File: src/rtl/digit_scan_mux.sv
// digit_scan_mux: time-multiplexed seven-segment driver. The scan clock is
// synchronised into CLK_IN, and each rising edge advances the digit index.
// Every digit change is preceded by a dark blanking interval. A full frame
// of VALUE/DP_MASK/LZB is latched at frame start, so the display never tears.
module digit_scan_mux #(
   parameter int unsigned NUM_DIGITS   = 4,
   parameter int unsigned BLANK_CYCLES = 16
) (
   input  logic                    CLK_IN,
   input  logic                    RST,
   input  logic                    SCAN_CLK,
   input  logic [4*NUM_DIGITS-1:0] VALUE,
   input  logic [NUM_DIGITS-1:0]   DP_MASK,
   input  logic                    LZB,
   output logic [NUM_DIGITS-1:0]   AN,
   output logic [6:0]              SEG,
   output logic                    DP
);

   localparam int unsigned    IDX_W      = (NUM_DIGITS > 1) ? $clog2(NUM_DIGITS) : 1;
   localparam logic [IDX_W-1:0] IDX_LAST = IDX_W'(NUM_DIGITS - 1);
   localparam logic [7:0]     BLANK_LAST = 8'(BLANK_CYCLES);

   typedef enum logic {BLANK, SHOW} state_t;

   state_t                  state, state_n;
   logic [7:0]              cnt, cnt_n;
   logic [IDX_W-1:0]        idx;
   logic                    scan_meta, scan_sync, scan_hist;
   logic                    scan_tick;
   logic [4*NUM_DIGITS-1:0] shadow_value;
   logic [NUM_DIGITS-1:0]   shadow_dp;
   logic                    shadow_lzb;
   logic [NUM_DIGITS-1:0]   hi_zero;
   logic [3:0]              nib;
   logic                    blank_digit;
   logic [NUM_DIGITS-1:0]   an_n;
   logic [6:0]              seg_n;
   logic                    dp_n;

   function automatic logic [6:0] seg_decode(input logic [3:0] d);
      case (d)
         4'd0:    seg_decode = 7'h40;
         4'd1:    seg_decode = 7'h79;
         4'd2:    seg_decode = 7'h24;
         4'd3:    seg_decode = 7'h30;
         4'd4:    seg_decode = 7'h19;
         4'd5:    seg_decode = 7'h12;
         4'd6:    seg_decode = 7'h02;
         4'd7:    seg_decode = 7'h78;
         4'd8:    seg_decode = 7'h00;
         4'd9:    seg_decode = 7'h10;
         default: seg_decode = 7'h3F;
      endcase
   endfunction

   // Two-flop synchroniser plus history flop for edge detection of SCAN_CLK
   always_ff @(posedge CLK_IN or posedge RST) begin
      if (RST) begin
         scan_meta <= 1'b0;
         scan_sync <= 1'b0;
         scan_hist <= 1'b0;
      end else begin
         scan_meta <= SCAN_CLK;
         scan_sync <= scan_meta;
         scan_hist <= scan_sync;
      end
   end

   assign scan_tick = scan_sync & ~scan_hist;

   // Digit index advance; the shadow frame is latched as the index wraps to 0
   always_ff @(posedge CLK_IN or posedge RST) begin
      if (RST) begin
         idx          <= '0;
         shadow_value <= '0;
         shadow_dp    <= '0;
         shadow_lzb   <= 1'b0;
      end else if (scan_tick) begin
         if (idx == IDX_LAST) begin
            idx          <= '0;
            shadow_value <= VALUE;
            shadow_dp    <= DP_MASK;
            shadow_lzb   <= LZB;
         end else begin
            idx <= idx + 1'b1;
         end
      end
   end

   // FSM state and blanking counter registers
   always_ff @(posedge CLK_IN or posedge RST) begin
      if (RST) begin
         state <= BLANK;
         cnt   <= '0;
      end else begin
         state <= state_n;
         cnt   <= cnt_n;
      end
   end

   // Next state: a scan tick always restarts blanking, even mid-blank
   always_comb begin
      state_n = state;
      cnt_n   = cnt;
      if (scan_tick) begin
         state_n = BLANK;
         cnt_n   = '0;
      end else if (state == BLANK) begin
         if (cnt == BLANK_LAST) begin
            state_n = SHOW;
            cnt_n   = '0;
         end else begin
            cnt_n = cnt + 8'd1;
         end
      end
   end

   // Leading-zero detection: hi_zero[k] set when nibble k and all above are 0
   always_comb begin
      hi_zero = '0;
      for (int unsigned k = 0; k < NUM_DIGITS; k++) begin
         hi_zero[k] = ((shadow_value >> (4 * k)) == '0);
      end
   end

   // Output pattern for the current state and digit
   always_comb begin
      an_n        = '1;
      seg_n       = 7'h7F;
      dp_n        = 1'b1;
      nib         = shadow_value[4*idx +: 4];
      blank_digit = shadow_lzb && (idx != '0) && hi_zero[idx];
      if (state == SHOW) begin
         an_n[idx] = 1'b0;
         seg_n     = blank_digit ? 7'h7F : seg_decode(nib);
         dp_n      = ~shadow_dp[idx];
      end
   end

   // Registered outputs, forced dark asynchronously by reset
   always_ff @(posedge CLK_IN or posedge RST) begin
      if (RST) begin
         AN  <= '1;
         SEG <= 7'h7F;
         DP  <= 1'b1;
      end else begin
         AN  <= an_n;
         SEG <= seg_n;
         DP  <= dp_n;
      end
   end

endmodule
File: config.mk
export PLATFORM = sky130hd
export DESIGN_NAME = digit_scan_mux
export DESIGN_NICKNAME = d
export VERILOG_FILES = /design/src/rtl/digit_scan_mux.sv
export SDC_FILE = /design/constraint.sdc
export NUM_CORES = 1
export LEC_CHECK = 0
export ABC_AREA = 1
export CORE_ASPECT_RATIO = 1.4
export CORE_MARGIN = 8
export CORE_UTILIZATION = 48
export CTS_CLUSTER_SIZE = 16
export DETAILED_ROUTE_END_ITERATION = 8
export PLACE_DENSITY = 0.86
export SETUP_SLACK_MARGIN = 0.4
export SLEW_MARGIN = 0
export SYNTH_ARGS = -nofsm -noshare
export SYNTH_HDL_FRONTEND = slang
export SYNTH_SLANG_ARGS = --single-unit
File: constraint.sdc
create_clock -name CLK_IN -period 1.5 [get_ports CLK_IN]
set_input_delay 0.225 -clock CLK_IN [delete_from_list [all_inputs] [get_ports CLK_IN]]
set_output_delay 0.225 -clock CLK_IN [all_outputs]
set_load 0.1 [all_outputs]
==> flow_summary_export.csv <==
group,metric,value,unit
place,portBuffers,35,
detailed_routing,drt_iter0_drc,341,
clocking,cts_hold_buf,0,
floorplan,die_area,7460,µm²
critical_path,crit_path_max_fanout,8,
cells_and_area,final_nets,356,
place,gp_congestion,0.862,
sta,drv_slew,0,
outcome,outcome,"finished, violations left",
synth,yosysUniqueCellTypes,26,
detailed_routing,drt_first_pass_iters,5,
floorplan,rows,30,
clocking,clk_path_buf_depth,2,
critical_path,r2r-start,"idx[0]$_DFFE_PP0P_",
global_routing,grt_antenna_before_repair,0,
synth,syn_inst,253,
cells_and_area,n_antenna_cell,0,
global_routing,grt_usage,0.163,
clocking,cts_tree,"built",
clocking,cts_buffers,5,
power,switching_power,2.74,mW
critical_path,cpPeakStageDelay,0.49,ns
cells_and_area,final_util,0.748,
detailed_routing,routed_via_density,5.68,
critical_path,cp_data_required_time,1.75,ns
critical_path,end_kind,"register",
detailed_routing,drt.antenna.violating_nets,0,
sta,fin_crit,1.58,ns
sta,relSlewSlack,0.751,
sta,max_freq,0.632,GHz
detailed_routing,routedWlPerCell,18.5,µm
synth,yosysWarningCount,0,
place,dp_slack,0.0118,ns
global_routing,grt_pass1_wl,9400,µm
power,p_seq_frac,0.315,
critical_path,worstPathArrival,1.83,ns
floorplan,initial_utilization,0.492,
critical_path,path_class,"register to register",
global_routing,grt_max_degree,22,
synth,synth.yosys.seq_area_share,0.504,
cells_and_area,area_delta_synth_final,52.1,%
clocking,root_buffer,"clkbuf_8",
flow_run,drv_cap,0,
sta,setup_tns,-0.283,ns
global_routing,grt.overflow.total,0,
power,pwr-share-comb,0.519,
critical_path,path_common_cell,"nand2_1",
synth,synth_nets,288,
floorplan,die_width,75.3,µm
floorplan,fp.dieH,99.0,µm
detailed_routing,routed_wl,7130,µm
clocking,clock_sinks,47,
synth,synth.cell_area,2360,µm²
sta,final_hold_viol_count,0,
power,pwr-share-clk,0.166,
synth,postSynthAreaPerCell,9.34,µm²
place,hpwl,3910,µm
clocking,clkLatencyLatePin,0.31,ns
sta,setup-violations-final,6,
sta,layout_setup_ws,-0.0830,ns
cells_and_area,drive_gt1_frac,0.416,
synth,synth_edf_count,0,
critical_path,path_cells,"inv_4 -> nand2_1 -> nand3_2 -> nand2_4 -> inv_2 -> ha_2 -> nand3b_1 -> nand3_1 -> nand2_1 -> nand2_1",
synth,ys_seq_elements,47,
power,p_leak,1.64,nW
detailed_routing,vias,2194,
sta,final.period_utilization,1.06,
power,switching_share,0.416,
detailed_routing,route.detailed.drc,0,
power,p_per_area,1830,nW/µm²
critical_path,crit_slowest_cell,"dfrtp_2",
floorplan,core-area,4800,µm²
power,peakVddDrop,1.10,mV
global_routing,grt_pass1_vias,2130,
sta,rsz0062_at_grt,"true",
critical_path,startpoint_type,"register",
clocking,clk_pin_slew,0.09,ns
clocking,h-tree-depth,2,
synth,async_reset_ff_frac,1.00,
synth,synth_ff_type,"dfrtp_1",
sta,clock_skew,0.00556,ns
floorplan,io_pins,36,
sta,tightest_slew,0.373,ns
outcome,violations,"negative setup slack",
critical_path,worstSetupStartpoint,"idx[0]$_DFFE_PP0P_",
power,internal_power,3.85,mW
min_path,hold_class,"input port to asynchronous set/reset pin",
-- path summary, 6_finish.rpt --
path,endpoint,slack (ns),cells after the start
setup reg to reg,SEG[4]$_DFF_PP1_,-0.08,10
min in group CLK_IN,scan_meta$_DFF_PP0_,0.36,1
hold reg to reg,scan_sync$_DFF_PP0_,0.37,0
hold / removal,cnt[1]$_DFFE_PP0P_,0.24,2
max in group asynchronous,SEG[6]$_DFF_PP1_,0.80,3
setup / recovery,SEG[4]$_DFF_PP1_,-0.08,10
-- through the flow --
stage / cell area (µm²) / power (mW) / std cells / hold slack [ns]
final: 3600 / 6.59 / 386 / 0.242
after global routing: 3600 / 6.97 / 386 / 0.256
after CTS: 3300 / 5.68 / 375 / 0.242
after detailed placement: 3050 / 4.36 / 359 / 0.343
after global placement: 3050 / 4.22 / 359 / 0.337
after floorplan: 2440 / 3.73 / 253 / 0.244
-- sequential cells by signal, indices dropped and copies added, names as in the netlist --
| name | flops |
|---|---|
| shadow_value | 16 |
| cnt | 8 |
| SEG | 7 |
| AN | 4 |
| shadow_dp | 4 |
| idx | 2 |
| DP | 1 |
| scan_hist | 1 |
| scan_meta | 1 |
| scan_sync | 1 |
| shadow_lzb | 1 |
| state | 1 |
-- Yosys cell counts, types with 2 or more instances --
| cell | number | area share |
|---|---|---|
| nand4_1 | 12 | 0.032 |
| dfrtp_1 | 35 | 0.37 |
| o21ai_0 | 13 | 0.028 |
| nand3_1 | 26 | 0.055 |
| dfstp_2 | 12 | 0.13 |
| mux2_2 | 7 | 0.033 |
| nand2_1 | 53 | 0.084 |
| clkbuf_1 | 2 | 0.0032 |
| buf_6 | 3 | 0.014 |
| mux2_4 | 8 | 0.051 |
| a21oi_1 | 8 | 0.017 |
| inv_1 | 26 | 0.041 |
| ha_1 | 11 | 0.058 |
| nor2_1 | 24 | 0.038 |
| nand2_2 | 2 | 0.0053 |
-- critical path, delay by kind of cell (launching register included) --
| kind | cells | cell delay (ns) |
|---|---|---|
| buf+inv | 2 | 0.22 |
| flops | 1 | 0.49 |
| fa+ha+maj | 1 | 0.18 |
| simple gates | 7 | 0.63 |
-- cell families (layout without fill, tap and decap cells) --
kind of cell	count (synthesis)	after routing	synth area share
multiplexers	15	15	0.0842
adder cells (fa/ha/maj)	11	11	0.0582
flip-flops	47	47	0.504
buffers and inverters	34	101	0.0662
AND/OR/NAND/NOR	123	125	0.236
AO/OA/AOI/OAI	22	22	0.0476
XOR/XNOR	1	1	0.00371
-- power by group through the flow --
stage          Combinational, mW  Clock (mW)  Sequential, mW
3_3_place_gp                2.23           0            1.99
6_report                    3.42        1.09            2.07
3_5_place_dp                2.35           0            2.01
2_1_floorplan               1.74           0            1.98
4_1_cts                     2.57        1.11            2.00
5_1_grt                     3.70        1.17            2.10
-- cells in the final DEF, fill, tap and decap left out, types with 5 or more instances in the layout --
cell type        netlist  final
nand2_1               53     45
dfrtp_1               35     32
clkdlybuf4s50_1        0     23
buf_4                  1     23
nor2_1                24     19
inv_1                 26     16
buf_12                 0     16
mux2_4                 8     15
nand3_1               26     14
dfstp_2               12     12
nand4_1               12     12
nand3_2                1     10
inv_2                  1      7
a21oi_1                8      7
nand2_2                2      7
ha_1                  11      7
nor2_4                 1      5
o21ai_0               13      5
o21ai_2                0      5
clkbuf_8               0      5
-- metal layers --
layer,wire length [µm],GRT usage
met2,3770,0.284
met1,2480,0.164
met4,403,0.103
met5,0,0
met3,481,0.0386
-- final cells by class --
type	count	area, µm²
Multi-Input combinational cell	174	1300
Sequential cell	47	1190
Clock inverter	3	67.6
Fill cell	295	1210
Timing Repair Buffer	65	761
Tap cell	64	80.1
Clock buffer	5	68.8
Inverter	28	120
-- what timing repair did --
item | in CTS | in global routing
pin swaps | 7 | 22
gates cloned | 2 | 0
setup buffers | 6 | 11
endpoints found under the setup margin | 52 | 53
gates resized for setup | 11 | 57
(Power assumes the default switching activity.)
